**config.mk**
```make
export PLATFORM = sky130hd
export DESIGN_NAME = instr_sequencer
export DESIGN_NICKNAME = d
export VERILOG_FILES = /design/src/rtl/instr_sequencer.sv
export SDC_FILE = /design/constraint.sdc
export NUM_CORES = 1
export LEC_CHECK = 0
export BUFFER_PORTS_ARGS = -buffer_cell sky130_fd_sc_hd__buf_2
export CORE_ASPECT_RATIO = 0.75
export CORE_MARGIN = 3
export CORE_UTILIZATION = 44
export DETAILED_ROUTE_END_ITERATION = 7
export PLACE_DENSITY = 0.75
export SYNTH_ARGS = -nofsm -noshare
export SYNTH_HDL_FRONTEND = slang
export SYNTH_SLANG_ARGS = --single-unit
```
**constraint.sdc**
```tcl
create_clock -name clk -period 1.5 [get_ports clk]
set_input_delay 0.225 -clock clk [delete_from_list [all_inputs] [get_ports clk]]
set_output_delay 0.225 -clock clk [all_outputs]
set_load 0.05 [all_outputs]
```
**src/rtl/instr_sequencer.sv**
```systemverilog
// Multi-cycle instruction sequencer: FETCH/DECODE/EXEC/WB walk, PC and
// instruction-memory handshake, instruction latch, register-file write strobe,
// HALT on decoder request and FAULT on fetch timeout.
// Optional build macro: SEQ_STEP_EN adds the step port and a STEP_WAIT state
// so that each instruction after the first needs a step pulse.
`ifndef InstrWidth
`define InstrWidth 16
`endif

module instr_sequencer #(
  parameter int unsigned PC_WIDTH  = 10,
  parameter int unsigned RESET_PC  = 0,
  parameter int unsigned FETCH_TMO = 255
) (
  input  logic                   clk,
  input  logic                   rst_n,
  input  logic                   run,
  output logic                   imem_req,
  output logic [PC_WIDTH-1:0]    imem_addr,
  input  logic                   imem_ack,
  input  logic [`InstrWidth-1:0] imem_rdata,
  output logic [`InstrWidth-1:0] instr,
  input  logic                   dec_halted,
  input  logic                   dec_reg_write_en,
  output logic                   reg_we,
  output logic [PC_WIDTH-1:0]    pc,
  output logic                   busy,
  output logic                   halted,
  output logic                   fault
`ifdef SEQ_STEP_EN
  ,
  input  logic                   step
`endif
);

  localparam int unsigned TMO_W = (FETCH_TMO < 2) ? 1 : $clog2(FETCH_TMO + 1);
  // Counter value on the last tolerated no-ack cycle; the timeout fires when a
  // further no-ack cycle would make the count reach FETCH_TMO.
  localparam logic [TMO_W-1:0] TMO_LAST = TMO_W'((FETCH_TMO == 0) ? 0 : FETCH_TMO - 1);

  typedef enum logic [2:0] {
    S_IDLE,
    S_FETCH,
    S_DECODE,
    S_EXEC,
    S_WB,
    S_HALT,
    S_FAULT
`ifdef SEQ_STEP_EN
    ,
    S_STEP_WAIT
`endif
  } state_t;

  state_t           state, state_nx;
  logic [TMO_W-1:0] tmo_cnt;
  logic             tmo_hit;

  assign tmo_hit = (FETCH_TMO != 0) && (tmo_cnt == TMO_LAST);

  // State register
  always_ff @(posedge clk or negedge rst_n) begin
    if (!rst_n) state <= S_IDLE;
    else        state <= state_nx;
  end

  // Next-state and state-decoded outputs
  always_comb begin
    state_nx = state;
    imem_req = 1'b0;
    reg_we   = 1'b0;
    busy     = 1'b1;
    halted   = 1'b0;
    fault    = 1'b0;
    case (state)
      S_IDLE: begin
        busy = 1'b0;
        if (run) state_nx = S_FETCH;
      end
      S_FETCH: begin
        imem_req = 1'b1;
        if (imem_ack)     state_nx = S_DECODE;
        else if (tmo_hit) state_nx = S_FAULT;
      end
      S_DECODE: begin
        if (dec_halted) state_nx = S_HALT;
        else            state_nx = S_EXEC;
      end
      S_EXEC: state_nx = S_WB;
      S_WB: begin
        reg_we = dec_reg_write_en;
`ifdef SEQ_STEP_EN
        state_nx = run ? S_STEP_WAIT : S_IDLE;
`else
        state_nx = run ? S_FETCH : S_IDLE;
`endif
      end
`ifdef SEQ_STEP_EN
      S_STEP_WAIT: begin
        if (!run)      state_nx = S_IDLE;
        else if (step) state_nx = S_FETCH;
      end
`endif
      S_HALT: begin
        busy   = 1'b0;
        halted = 1'b1;
      end
      S_FAULT: begin
        busy  = 1'b0;
        fault = 1'b1;
      end
      default: begin
        busy     = 1'b0;
        state_nx = S_IDLE;
      end
    endcase
  end

  assign imem_addr = pc;

  // PC advance in WB, instruction latch on accepted fetch, fetch timeout count
  always_ff @(posedge clk or negedge rst_n) begin
    if (!rst_n) begin
      pc      <= PC_WIDTH'(RESET_PC);
      instr   <= '0;
      tmo_cnt <= '0;
    end else begin
      if (state == S_FETCH && imem_ack) instr <= imem_rdata;
      if (state == S_WB) pc <= pc + PC_WIDTH'(1);
      if (state == S_FETCH && !imem_ack && !tmo_hit && FETCH_TMO != 0)
        tmo_cnt <= tmo_cnt + TMO_W'(1);
      else
        tmo_cnt <= '0;
    end
  end

endmodule

```
Word level (Yosys, flattened, before mapping)
Index checks and enable logic that the tools add are counted.
Widths: inputs -> output; s select.
- memories: 0
- latch bits: 0
- memory bits (writable): 0
- memory bits (read-only): 0
- input port bits: 22
- word-level logic and storage cells: 37
- flip-flop bits (word level): 37
- div/mod/pow operators: 0
- muxes and demuxes: 12
- shift-type cells: 0
- eq/ne operators: 9
- order comparisons: 0
- bitwise gates (word level): 1
- reductions and logical operators: 9
- add/subtract/negate cells: 2
- $mul: 0
- operator list (kind ; number):
    $pmux 3 s6 ; 1
    $mux 3 ; 4
    $add 10x1->10 const B ; 1
    $eq 3x3->1 const B ; 3
    $add 8x1->8 const B ; 1
    $eq 8x8->1 const B ; 1
    $mux 8 ; 1
    $eq 3x2->1 const B ; 2
    $mux 1 ; 6
    $reduce_or 4->1 ; 1
    $eq 3x1->1 const B ; 1
    $logic_and 1x1->1 ; 3
    $logic_not 3->1 ; 1
    $ne 3x3->1 const B ; 1
    $reduce_and 3->1 ; 1
    $logic_not 1->1 ; 2
    $ne 2x2->1 const B ; 1
    $reduce_or 2->1 ; 1
    $not 1->1 ; 1

Depth between registers and ports, before layout
- depth after elaboration: 4
- mapped depth: 6

Worst setup path before layout
No wires, ideal clock.
- path type: reg-to-reg
- start point: register state[0]
- end point: register instr[10]
- setup slack: -0.634 ns
- arrival: 2.009 ns
- data required time: 1.375 ns
- clock period less this slack: 2.134 ns
- cell stages (with the launch flop): 7
- cell sequence: dfrtp_1 > buf_4 > nor3b_2 > and2_1 > buf_4 > buf_4 > mux2_2
- cells in the longest elaborated chain, start to end: 2
- ends and longest elaborated chain (element ; RTL line ; source):
    start: declaration ; 55 ; state_t state, state_nx;
    start signal: assignment ; 64 ; else state <= state_nx;
    $eq 3x1->1 ; 128 ; if (state == S_FETCH && imem_ack) instr <= imem_rdata;
    $logic_and 1x1->1 ; 128 ;
    end signal: assignment ; 128 ;
    end: declaration ; 22 ; output logic [`InstrWidth-1:0] instr,
Every way passes these cells.
A chain may end at the register's enable or synchronous reset.

Worst setup path in the final report
- start point: register state[1]
- end point: output port reg_we
- cells in the longest elaborated chain, start to end: 2
- ends and longest elaborated chain (element ; RTL line ; source):
    $eq 3x3->1 ; 75 ; case (state)
    $mux 1 ; 75 ;
    end: declaration ; 25 ; output logic reg_we,
Every way passes these cells.

==> impl_metrics.prom <==
# TYPE chip_impl_metric gauge
chip_impl_info{name="min_path_type",value="primary input to flip-flop"} 1
chip_impl_info{name="synth_area_leaders",value="dfrtp_1 53%, mux2_2 11%, buf_4 5.6%"} 1
chip_impl_metric{name="timing.fmax",unit="MHz"} 623
chip_impl_metric{name="setup_viol",unit=""} 28
chip_impl_metric{name="numPlacedInstances",unit=""} 263
chip_impl_info{name="tritoncts",value="done"} 1
chip_impl_metric{name="power_per_cell_area",unit="mW/mm2"} 2430
chip_impl_metric{name="synthesis.yosys.warnings",unit=""} 0
chip_impl_metric{name="crit_required",unit="ns"} 1.27
chip_impl_metric{name="final-max-slew-violation-count",unit=""} 0
chip_impl_info{name="end_kind",value="primary output"} 1
chip_impl_info{name="hp-start",value="imem_rdata[8]"} 1
chip_impl_metric{name="global_route.usage.met2",unit="%"} 28.2
chip_impl_metric{name="transition_time_of_the_tightest_slew_check_pin",unit="ns"} 0.401
chip_impl_info{name="r2r_end",value="state[2]"} 1
chip_impl_metric{name="combined_area_of_all_synthesized_cells",unit="mm2"} 0.00174
chip_impl_metric{name="yosys_register_bits",unit=""} 37
chip_impl_metric{name="hold-path-cell-count",unit=""} 2
chip_impl_metric{name="core-area",unit="mm2"} 0.00373
chip_impl_metric{name="clock_sinks",unit=""} 37
chip_impl_metric{name="num_antenna_cells",unit=""} 0
chip_impl_metric{name="total_neg_setup_slack",unit="ns"} -2.01
chip_impl_metric{name="final.hold.worst_slack",unit="ns"} 0.161
chip_impl_info{name="startpoint_type",value="flip-flop"} 1
chip_impl_metric{name="vias_per_cell",unit=""} 4.97
chip_impl_metric{name="crit_arrival",unit="ns"} 1.38
chip_impl_metric{name="globalplace.congestion",unit=""} 0.773
chip_impl_info{name="violations",value="setup timing"} 1
chip_impl_metric{name="final_core_util",unit="%"} 69.4
chip_impl_metric{name="leakage",unit="nW"} 1.23
chip_impl_metric{name="buffer_ports.inserted",unit=""} 62
chip_impl_info{name="rsz_0062_raised_after_global_routing",value="yes"} 1
chip_impl_metric{name="stdcell_count",unit=""} 278
chip_impl_metric{name="cts.reportedPaths.clkPinSlew",unit="ns"} 0.08
chip_impl_metric{name="detail_route.wirelength",unit="um"} 3990
chip_impl_metric{name="synthDominantCellAreaShare",unit="%"} 53.2
chip_impl_metric{name="max_cap_viol_count",unit=""} 0
chip_impl_metric{name="ctsLongestPathBuffers",unit=""} 2
chip_impl_metric{name="max_slew_headroom_at_the_worst_pin",unit="%"} 73.2
chip_impl_metric{name="min_period",unit="ns"} 1.61
chip_impl_metric{name="ys_types",unit=""} 33
chip_impl_metric{name="layout_worst_path_cycle_share",unit="%"} 107
chip_impl_metric{name="syn2layout_area_growth",unit="%"} 48.7
chip_impl_metric{name="first_global_vias",unit=""} 1317
chip_impl_info{name="synth_top_cell_by_area",value="dfrtp_1"} 1
chip_impl_metric{name="cts-buffers-inserted",unit=""} 5
chip_impl_metric{name="finish.net_count",unit=""} 250
chip_impl_metric{name="die-width",unit="um"} 78.6
chip_impl_metric{name="number_of_antenna_violations_at_the_first_check_in_global_routing",unit=""} 0
chip_impl_info{name="worst_path_class_setup",value="flip-flop to primary output"} 1
chip_impl_info{name="run_status",value="finished, violations left"} 1
chip_impl_metric{name="netlist_instances",unit=""} 147
chip_impl_info{name="regToRegStartpoint",value="state[1]"} 1
chip_impl_metric{name="dr.first_iter.drc_count",unit=""} 56
chip_impl_metric{name="floorplan.initialDensity",unit="%"} 46.6
chip_impl_metric{name="final_antenna_net_count",unit=""} 0
chip_impl_metric{name="groute.layer.met3.usage",unit="%"} 4.45
chip_impl_metric{name="ioPinCount",unit=""} 63
chip_impl_metric{name="detailed_place_hpwl",unit="um"} 2660
chip_impl_metric{name="detail_route.first_pass.iterations",unit=""} 3
chip_impl_metric{name="final_layout_size_suffix_gt1_share",unit="%"} 61.9
chip_impl_metric{name="synth_fp_nets",unit=""} 172
chip_impl_metric{name="final.fill_count",unit=""} 271
chip_impl_metric{name="layout_setup_ws",unit="ns"} -0.106
chip_impl_metric{name="rows",unit=""} 19
chip_impl_metric{name="die_area",unit="mm2"} 0.00475
chip_impl_info{name="clock_tree.root_cell",value="clkbuf_8"} 1
chip_impl_metric{name="yosysSeqAreaShare",unit="%"} 53.2
chip_impl_metric{name="pre_cts_ws",unit="ns"} -0.109
chip_impl_metric{name="grt_pass1_wl",unit="um"} 6020
chip_impl_metric{name="grt_use_total",unit="%"} 16.7
chip_impl_metric{name="rr_worst_depth",unit=""} 3
chip_impl_metric{name="largest_net_degree_at_the_start_of_global_routing",unit=""} 22
chip_impl_metric{name="detailroute.via_count",unit=""} 1381
chip_impl_metric{name="vdd_ir_drop_max",unit="mV"} 1.87
chip_impl_metric{name="detail_routed_net_length_per_standard_cell",unit="um"} 14.4
chip_impl_metric{name="grt.met1_usage",unit="%"} 20.4
chip_impl_info{name="grt.busiest_layer",value="met2"} 1
chip_impl_info{name="worst_hold_path.endpoint",value="instr[8]"} 1
chip_impl_metric{name="r2r_slack",unit="ns"} -0.10
chip_impl_metric{name="die_height",unit="um"} 60.5
chip_impl_metric{name="worst_case_clock_skew",unit="ns"} 0.00487
chip_impl_metric{name="synth_area_per_cell",unit="um2"} 11.8
chip_impl_metric{name="clock_latency",unit="ns"} 0.29
chip_impl_metric{name="drt_drc_violations_left",unit=""} 0
chip_impl_metric{name="overflow",unit=""} 0
chip_impl_metric{name="cts-htree-levels",unit=""} 2
chip_impl_metric{name="final_hold_viol_count",unit=""} 0
chip_impl_metric{name="critical_path_peak_fanout",unit=""} 6
## logic make-up after synthesis
family | Yosys count | synth area share (%)
buf+inv | 18 | 6.76
xor+xnor | 13 | 6.54
simple gates | 42 | 13.9
compound gates | 17 | 6.40
flops | 37 | 53.2
mux | 17 | 11.0
fa+ha+maj | 3 | 2.16
## worst max path at each step
stage,slack (ns),start,endpoint,cells past startpoint
CTS,-0.1,state[1],state[2],3
finish,-0.11,state[1],reg_we,4
detailed placement,-0.11,state[1],tmo_cnt[7],4
floorplan,-0.38,state[0],instr[10],6
global route,-0.18,state[1],reg_we,4
global placement,-0.06,state[1],state[2],3
## worst max-delay path, cell delays in order, from the launching register on
cell,delay (ns)
dfrtp_2,0.45
nor3b_2,0.23
buf_4,0.15
and2_4,0.13
buf_8,0.14
## routing by layer
layer	vias to the layer above	wire, um
met5	-	0
met3	5	244
met4	0	51
li1	673	-
met1	658	1750
met2	45	1950
## cells in the mapped netlist
| cell type | number |
|---|---|
| nand4_1 | 5 |
| nand4bb_1 | 1 |
| a41o_1 | 1 |
| o21ai_0 | 5 |
| a32o_1 | 1 |
| nand3_1 | 2 |
| buf_2 | 1 |
| or3_1 | 2 |
| a31oi_1 | 2 |
| nor4_1 | 1 |
| nand2b_1 | 2 |
| nor3b_1 | 2 |
| xor2_1 | 8 |
| nand2_1 | 8 |
| inv_1 | 2 |
| a41o_2 | 1 |
| dfrtp_1 | 37 |
| nor3b_2 | 1 |
| nor2_1 | 6 |
| clkbuf_1 | 2 |
| xnor2_1 | 5 |
| a41oi_1 | 1 |
| a21oi_1 | 5 |
| and3_1 | 1 |
| ha_1 | 3 |
| nand3b_1 | 1 |
| and2_1 | 2 |
| a22o_1 | 1 |
| nor3_1 | 6 |
| or4b_4 | 1 |
| mux2_2 | 17 |
| and4_1 | 1 |
| buf_4 | 13 |
## layout by cell type (no fill, tap or decap), drive strengths merged, types with 2 or more instances in the layout
cell type | Yosys | final
xor2 | 8 | 8
nor3 | 6 | 6
nand4 | 5 | 5
nor3b | 3 | 3
buf | 14 | 85
a31oi | 2 | 2
xnor2 | 5 | 5
inv | 2 | 2
ha | 3 | 3
and2 | 2 | 2
o21ai | 5 | 5
dfrtp | 37 | 37
clkinv | 0 | 2
nor2 | 6 | 6
nand3 | 2 | 2
clkbuf | 2 | 6
or3 | 2 | 2
a41o | 2 | 2
nand2 | 8 | 8
nand2b | 2 | 2
mux2 | 17 | 17
a21oi | 5 | 5
## registers in the layout, summed over array words and instances, names as in the netlist
name and cells:
instr 16, imem_addr 10, tmo_cnt 8, state 3
## metrics by stage
step | power (mW) | instance area, um2
final | 6.28 | 2590
after global routing | 6.59 | 2590
after CTS | 5.98 | 2460
after detailed placement | 5.06 | 2250
after global placement | 5.01 | 2250
after floorplan | 4.27 | 1830
## what timing repair did
action,in CTS,in global routing
pin swaps,4,6
gates cloned,0,1
setup buffers,2,3
setup endpoints to repair,14,34
hold endpoints to repair,16,0
gates resized for setup,30,17
hold buffers,1,0
## report_power, final
group / switching [mW] / internal (mW) / leakage [nW] / total [mW]
Combinational: 2.40 / 1.54 / 0.726 / 3.94
Clock: 0.349 / 0.320 / 0.0439 / 0.669
Sequential: 0.316 / 1.36 / 0.463 / 1.67
## cell type report
type                    instances  area (um2)  share of cell area [%]
repair buffers                 87         613                    23.7
multi-input cells              92         880                    34.0
clock buffers                   5        68.8                    2.66
well taps                      52        65.1                    2.51
inverters                       2        12.5                   0.483
clock inverters                 3        17.5                   0.677
flip-flops and latches         37         932                    36.0
Note: power is estimated with default switching activity, not from simulation.
